<file path="src/rtl/alu_seq_muldiv.sv">
// Handshaked ALU: single-cycle RV32 integer ops plus iterative shift-add multiply
// and restoring divide, one bit per cycle, with a registered result and zero flag.
module alu_seq_muldiv #(
  parameter int WIDTH = 32
) (
  input  logic             clk,
  input  logic             rst_n,
  input  logic             in_valid,
  output logic             in_ready,
  input  logic [WIDTH-1:0] SrcA,
  input  logic [WIDTH-1:0] SrcB,
  input  logic [3:0]       ALUControl,
  output logic             out_valid,
  input  logic             out_ready,
  output logic [WIDTH-1:0] ALUResult,
  output logic             Zero,
  output logic             busy
);
  localparam int SW = $clog2(WIDTH);

  typedef enum logic [1:0] {IDLE, MUL, DIV, DONE} state_t;
  state_t state, state_nxt;

  logic               live;       // low during reset so in_ready stays 0 until the first edge after it
  logic [3:0]         op;
  logic [WIDTH-1:0]   opa;
  logic [2*WIDTH-1:0] prod;
  logic [WIDTH-1:0]   quo, rem, dvs;
  logic               negq, negr, dz;
  logic [SW-1:0]      cnt;
  logic               accept, last;

  assign accept    = in_valid && in_ready;
  assign last      = (cnt == SW'(WIDTH-1));
  assign in_ready  = live && (state == IDLE);
  assign out_valid = (state == DONE);
  assign busy      = (state == MUL) || (state == DIV);

  always_ff @(posedge clk) begin
    if (!rst_n) state <= IDLE;
    else        state <= state_nxt;
  end

  always_comb begin
    state_nxt = state;
    case (state)
      IDLE: if (accept) begin
        if (ALUControl >= 4'hC)      state_nxt = DIV;
        else if (ALUControl >= 4'hA) state_nxt = MUL;
        else                         state_nxt = DONE;
      end
      MUL, DIV: if (last) state_nxt = DONE;
      DONE:     if (out_ready) state_nxt = IDLE;
      default:  state_nxt = IDLE;
    endcase
  end

  // single-cycle ops straight from the ports
  logic [SW-1:0]    shamt;
  logic [WIDTH-1:0] simple;
  assign shamt = SrcB[SW-1:0];

  always_comb begin
    simple = '0;
    case (ALUControl)
      4'h0: simple = SrcA + SrcB;
      4'h1: simple = SrcA - SrcB;
      4'h2: simple = SrcA & SrcB;
      4'h3: simple = SrcA | SrcB;
      4'h4: simple = SrcA ^ SrcB;
      4'h5: simple = {{(WIDTH-1){1'b0}}, $signed(SrcA) < $signed(SrcB)};
      4'h6: simple = {{(WIDTH-1){1'b0}}, SrcA < SrcB};
      4'h7: simple = SrcA << shamt;
      4'h8: simple = SrcA >> shamt;
      4'h9: simple = WIDTH'($signed(SrcA) >>> shamt);
      default: simple = '0;
    endcase
  end

  // multiply step: conditionally add multiplicand into the upper half, shift right
  logic [WIDTH:0]     mul_sum;
  logic [2*WIDTH-1:0] prod_nxt;
  assign mul_sum  = {1'b0, prod[2*WIDTH-1:WIDTH]} + (prod[0] ? {1'b0, opa} : '0);
  assign prod_nxt = {mul_sum, prod[WIDTH-1:1]};

  // restoring divide step on magnitudes
  logic [WIDTH:0]   trial, rsub;
  logic             ge;
  logic [WIDTH-1:0] quo_nxt, rem_nxt, qfix, rfix;
  assign trial   = {rem, quo[WIDTH-1]};
  assign rsub    = trial - {1'b0, dvs};
  assign ge      = (trial >= {1'b0, dvs});
  assign rem_nxt = ge ? rsub[WIDTH-1:0] : trial[WIDTH-1:0];
  assign quo_nxt = {quo[WIDTH-2:0], ge};
  assign qfix    = dz ? '1  : (negq ? -quo_nxt : quo_nxt);
  assign rfix    = dz ? opa : (negr ? -rem_nxt : rem_nxt);

  logic [WIDTH-1:0] fin;
  logic             fin_en;
  always_comb begin
    fin    = simple;
    fin_en = 1'b0;
    case (state)
      IDLE: fin_en = accept && (ALUControl < 4'hA);
      MUL: begin
        fin    = op[0] ? prod_nxt[2*WIDTH-1:WIDTH] : prod_nxt[WIDTH-1:0];
        fin_en = last;
      end
      DIV: begin
        fin    = op[0] ? rfix : qfix;
        fin_en = last;
      end
      default: fin_en = 1'b0;
    endcase
  end

  logic sa, sb;
  assign sa = ALUControl[1] && SrcA[WIDTH-1];
  assign sb = ALUControl[1] && SrcB[WIDTH-1];

  always_ff @(posedge clk) begin
    if (!rst_n) begin
      live      <= 1'b0;
      op        <= '0;
      opa       <= '0;
      prod      <= '0;
      quo       <= '0;
      rem       <= '0;
      dvs       <= '0;
      negq      <= 1'b0;
      negr      <= 1'b0;
      dz        <= 1'b0;
      cnt       <= '0;
      ALUResult <= '0;
      Zero      <= 1'b0;
    end else begin
      live <= 1'b1;
      if (state == IDLE && accept) begin
        op   <= ALUControl;
        opa  <= SrcA;
        prod <= {{WIDTH{1'b0}}, SrcB};
        quo  <= sa ? -SrcA : SrcA;
        rem  <= '0;
        dvs  <= sb ? -SrcB : SrcB;
        negq <= sa ^ sb;
        negr <= sa;
        dz   <= (SrcB == '0);
        cnt  <= '0;
      end
      if (state == MUL) prod <= prod_nxt;
      if (state == DIV) begin
        quo <= quo_nxt;
        rem <= rem_nxt;
      end
      if (busy) cnt <= cnt + 1'b1;
      if (fin_en) begin
        ALUResult <= fin;
        Zero      <= (fin == '0);
      end
    end
  end
endmodule

</file>
<file path="config.mk">
export PLATFORM = sky130hd
export DESIGN_NAME = alu_seq_muldiv
export DESIGN_NICKNAME = d
export VERILOG_FILES = /design/src/rtl/alu_seq_muldiv.sv
export SDC_FILE = /design/constraint.sdc
export NUM_CORES = 1
export LEC_CHECK = 0
export CORE_MARGIN = 8
export CORE_UTILIZATION = 25
export DETAILED_ROUTE_END_ITERATION = 16
export GPL_TIMING_DRIVEN = 0
export PLACE_DENSITY = 0.43
export SLEW_MARGIN = 15
export SYNTH_ARGS = -nofsm -noshare
export SYNTH_HDL_FRONTEND = slang
export SYNTH_SLANG_ARGS = --single-unit
export TNS_END_PERCENT = 1
</file>
<file path="constraint.sdc">
create_clock -name clk -period 9.5 [get_ports clk]
set_input_delay 0.95 -clock clk [delete_from_list [all_inputs] [get_ports clk]]
set_output_delay 0.95 -clock clk [all_outputs]
set_load 0.02 [all_outputs]
</file>
==> out/results.ini, run 1 <==
[worst_setup_path]
rrSetupSlack_ns = 0.11
worstSetupPathType = flop to flop
critPathMaxFanout = 10
startpoint = rem[3]$_SDFFE_PN0P_
startpoint_type = flop
reg2reg_from = rem[3]$_SDFFE_PN0P_
crit_arrival_ns = 9.91
critPathRequiredTime_ns = 10.01
critPathCaptureType = flop

[yosys]
synth_cell_types = 97
synth_top_area_share_pct = 17.78
syn-instance-count = 3780
ys_ff_latch = 237
yosysMostFrequentCell = nor2_1
synth_edf_count = 0
synth_area_per_cell_um2 = 7.060
synth_flop_cell = dfxtp_1
synth_area_mm2 = 0.02669
synthTopCellsByArea = dfxtp_1 (18%), ha_1 (8.1%), a21oi_1 (7.5%)
synthTopCellsByCount = nor2_1 (435), nand2_1 (419), a21oi_1 (400), clkbuf_1 (244), dfxtp_1 (237)
yosys_warnings = 0
async_reset_ff_share_pct = 0
yosysTopAreaCell = dfxtp_1
seq_area_frac_synth_pct = 17.78
synth_nets = 4028

[timing]
max_freq_mhz = 106.5
worst_pin_slew_ns = 1.406
setup_viol = 0
clock_skew_ns = 0.02773
hold_viol = 0
min_period_ns = 9.392
relSlewSlack_pct = 5.379
drv_slew = 0
rsz0062_at_grt = no
post-route-period-util_pct = 98.87
setup-tns-final_ns = 0

[die]
core_mm2 = 0.1065
fp.dieH_um = 342.7
start_util_pct = 25.07
rows = 120
fp.dieArea_mm2 = 0.1175
io_pins = 108
die_x_um = 342.7

[drt]
initialDrtViolationCount = 4434
wl_met1_mm = 76.90
wl_met2_mm = 73.67
ant_nets = 0
top_layer = met5
via_count = 32600
first_pass_iters = 6
post_drt_via_cell_ratio = 6.084
wl_per_cell_um = 33.52
wl_mm = 179.7
drc = 0
wl_met3_mm = 16.84

[clock_tree]
cts_root_buffer = clkbuf_16
clk_pin_slew_ns = 0.06
htree_levels = 2
clk_latency_ns = 0.57
cts_buffers = 35
clockBufferDepth = 3
cts_hold_buf = 0
cts_setup_buffers = 0
cts_tree = done
clkSinkCount = 237
ctsResizeCount = 0

[placement]
gp_congestion = 1.042
place_inst = 5292
dp_hpwl_mm = 147.0
port_buffers = 106

[global_route]
grt-ovfl-total = 0
antenna_found_initial = 12
grt_pass1_vias = 30240
grtUsageTotal_pct = 29.16
grt_pass1_wl_mm = 245.7
grt_max_degree = 13

[layout]
multiInputGateArea_mm2 = 0.02017
syn2layout_area_growth_pct = 15.76
seq_area_mm2 = 0.004745
layout.nets = 4174
stdcell_count = 5359
drive_gt1_share_pct = 5.771
n_fill_cell = 11820

[power_and_ir_drop]
ir_drop_v = 0.0002790
powerDensity_mw_per_mm2 = 296.6
p_leak_uw = 0.01134

[run]
drv_cap = 0

[min_path]
min_path_type = flop to flop
min_from = dvs[31]$_SDFFE_PN0P_

[outcome]
status = completed

==> kinds of logic after synthesis <==
family | Yosys count | share of synthesized area [%]
AND/OR/NAND/NOR | 1330 | 23.05
adder cells (fa/ha/maj) | 176 | 8.364
flip-flops | 237 | 17.78
AO/OA/AOI/OAI | 1273 | 31.48
multiplexers | 140 | 7.445
buffers and inverters | 469 | 6.798
XOR/XNOR | 155 | 5.087
==> worst max-delay path, cell delays in order, from the launching register on <==
cell and delay (ns):
dfxtp_1 0.53, ha_1 0.29, buf_2 0.16, a21o_1 0.26
a31o_2 0.28, o211ai_1 0.73, a2111o_1 0.34, nand2_4 0.15
inv_4 0.13, buf_6 0.19, buf_6 0.24, clkbuf_1 0.57
clkbuf_1 0.86, ha_1 0.31, inv_1 0.09, or4_1 0.63
o31ai_1 0.30, xor2_1 0.31, nand2_1 0.14, nand3_1 0.22
nor3_1 0.14, a211oi_1 0.75, nand4_1 0.36, nor4_1 0.49
nand4_1 0.24, nor4_1 0.39, a41o_1 0.21
==> state kept, by name, indices dropped and copies added (netlist names) <==
| name | count |
|---|---|
| quo | 32 |
| Zero | 1 |
| rem | 32 |
| prod | 64 |
| dz | 1 |
| dvs | 32 |
| negq | 1 |
| negr | 1 |
| op | 1 |
| opa | 32 |
| live | 1 |
| ALUResult | 32 |
| cnt | 5 |
| state | 2 |
==> path summary, 6_finish.rpt <==
kind,cells after the start,endpoint
worst max-delay path,26,Zero$_SDFFE_PN0P_
worst min-delay path,2,dvs[31]$_SDFFE_PN0P_
worst max register to register,26,Zero$_SDFFE_PN0P_
worst min register to register,2,dvs[31]$_SDFFE_PN0P_
==> routing by layer <==
layer / global-route usage, % / vias up
li1: - / 14200
met1: 39.58 / 16090
met2: 42.83 / 1927
met3: 5.968 / 383
met4: 16.14 / 10
met5: 0 / -
==> where the power goes <==
| group | internal, uW | total [uW] | switching (uW) |
|---|---|---|---|
| clock network | 963 | 1520 | 555 |
| registers | 1140 | 1330 | 197 |
| logic | 1870 | 6310 | 4440 |
| total | 3970 | 9160 | 5200 |
==> layout make-up <==
type                    count  area share [%]
diodes                      5         0.04050
flip-flops and latches    237           15.36
plain buffers             305           3.892
clock buffers              50           3.410
well taps                1403           5.682
multi-input cells        3074           65.29
repair buffers            109           3.503
inverters                 164           2.001
clock inverters            12          0.8222
==> cell usage in the layout, fill, tap and decap left out, types with 44 or more instances in the layout <==
| cell type | instances |
|---|---|
| and2_1 | 52 |
| and3_1 | 44 |
| clkbuf_1 | 243 |
| a211oi_1 | 112 |
| dfxtp_1 | 237 |
| clkdlybuf4s50_1 | 106 |
| nor2_1 | 434 |
| nand3_1 | 77 |
| o211ai_1 | 58 |
| inv_1 | 158 |
| o21ai_0 | 210 |
| a21oi_1 | 400 |
| xor2_1 | 44 |
| mux2i_1 | 59 |
| nor3_1 | 79 |
| xnor2_1 | 111 |
| nand2_1 | 419 |
| a31oi_1 | 78 |
| ha_1 | 172 |
==> metrics by stage <==
step / total power (uW) / hold slack (ns) / instance area, um2 / worst slack, ns / util (%)
final: 9164 / 0.4534 / 30890 / 0.1077 / 29.02
after CTS: 8935 / 0.4600 / 30880 / 0.6742 / 29.01
after floorplan: 5103 / 0.4319 / 26690 / 3.546 / -
after detailed placement: 7400 / 0.4546 / 29570 / 0.7258 / 27.78
after global placement: 7426 / 0.4454 / 29500 / 0.5826 / 27.72
after global routing: 9492 / 0.4814 / 30880 / 0.2044 / 29.01
Power figures use the tool's default switching activity.
==> run 2: changes to the inputs <==
- clock period: 9.5 -> 11.78 ns (I/O delays scaled with it)
==> results of run 2 <==
The final DEF is identical to that of run 1. Status: completed.
Among the figures that moved: setup slack after placement 0.7258 ns -> 2.852 ns; setup slack after layout 0.1077 ns -> 2.388 ns; register-to-register setup slack 0.11 ns -> 2.39 ns; total power 9164 uW -> 7391 uW; worst IR drop on VDD 0.0002790 V -> 0.0002250 V
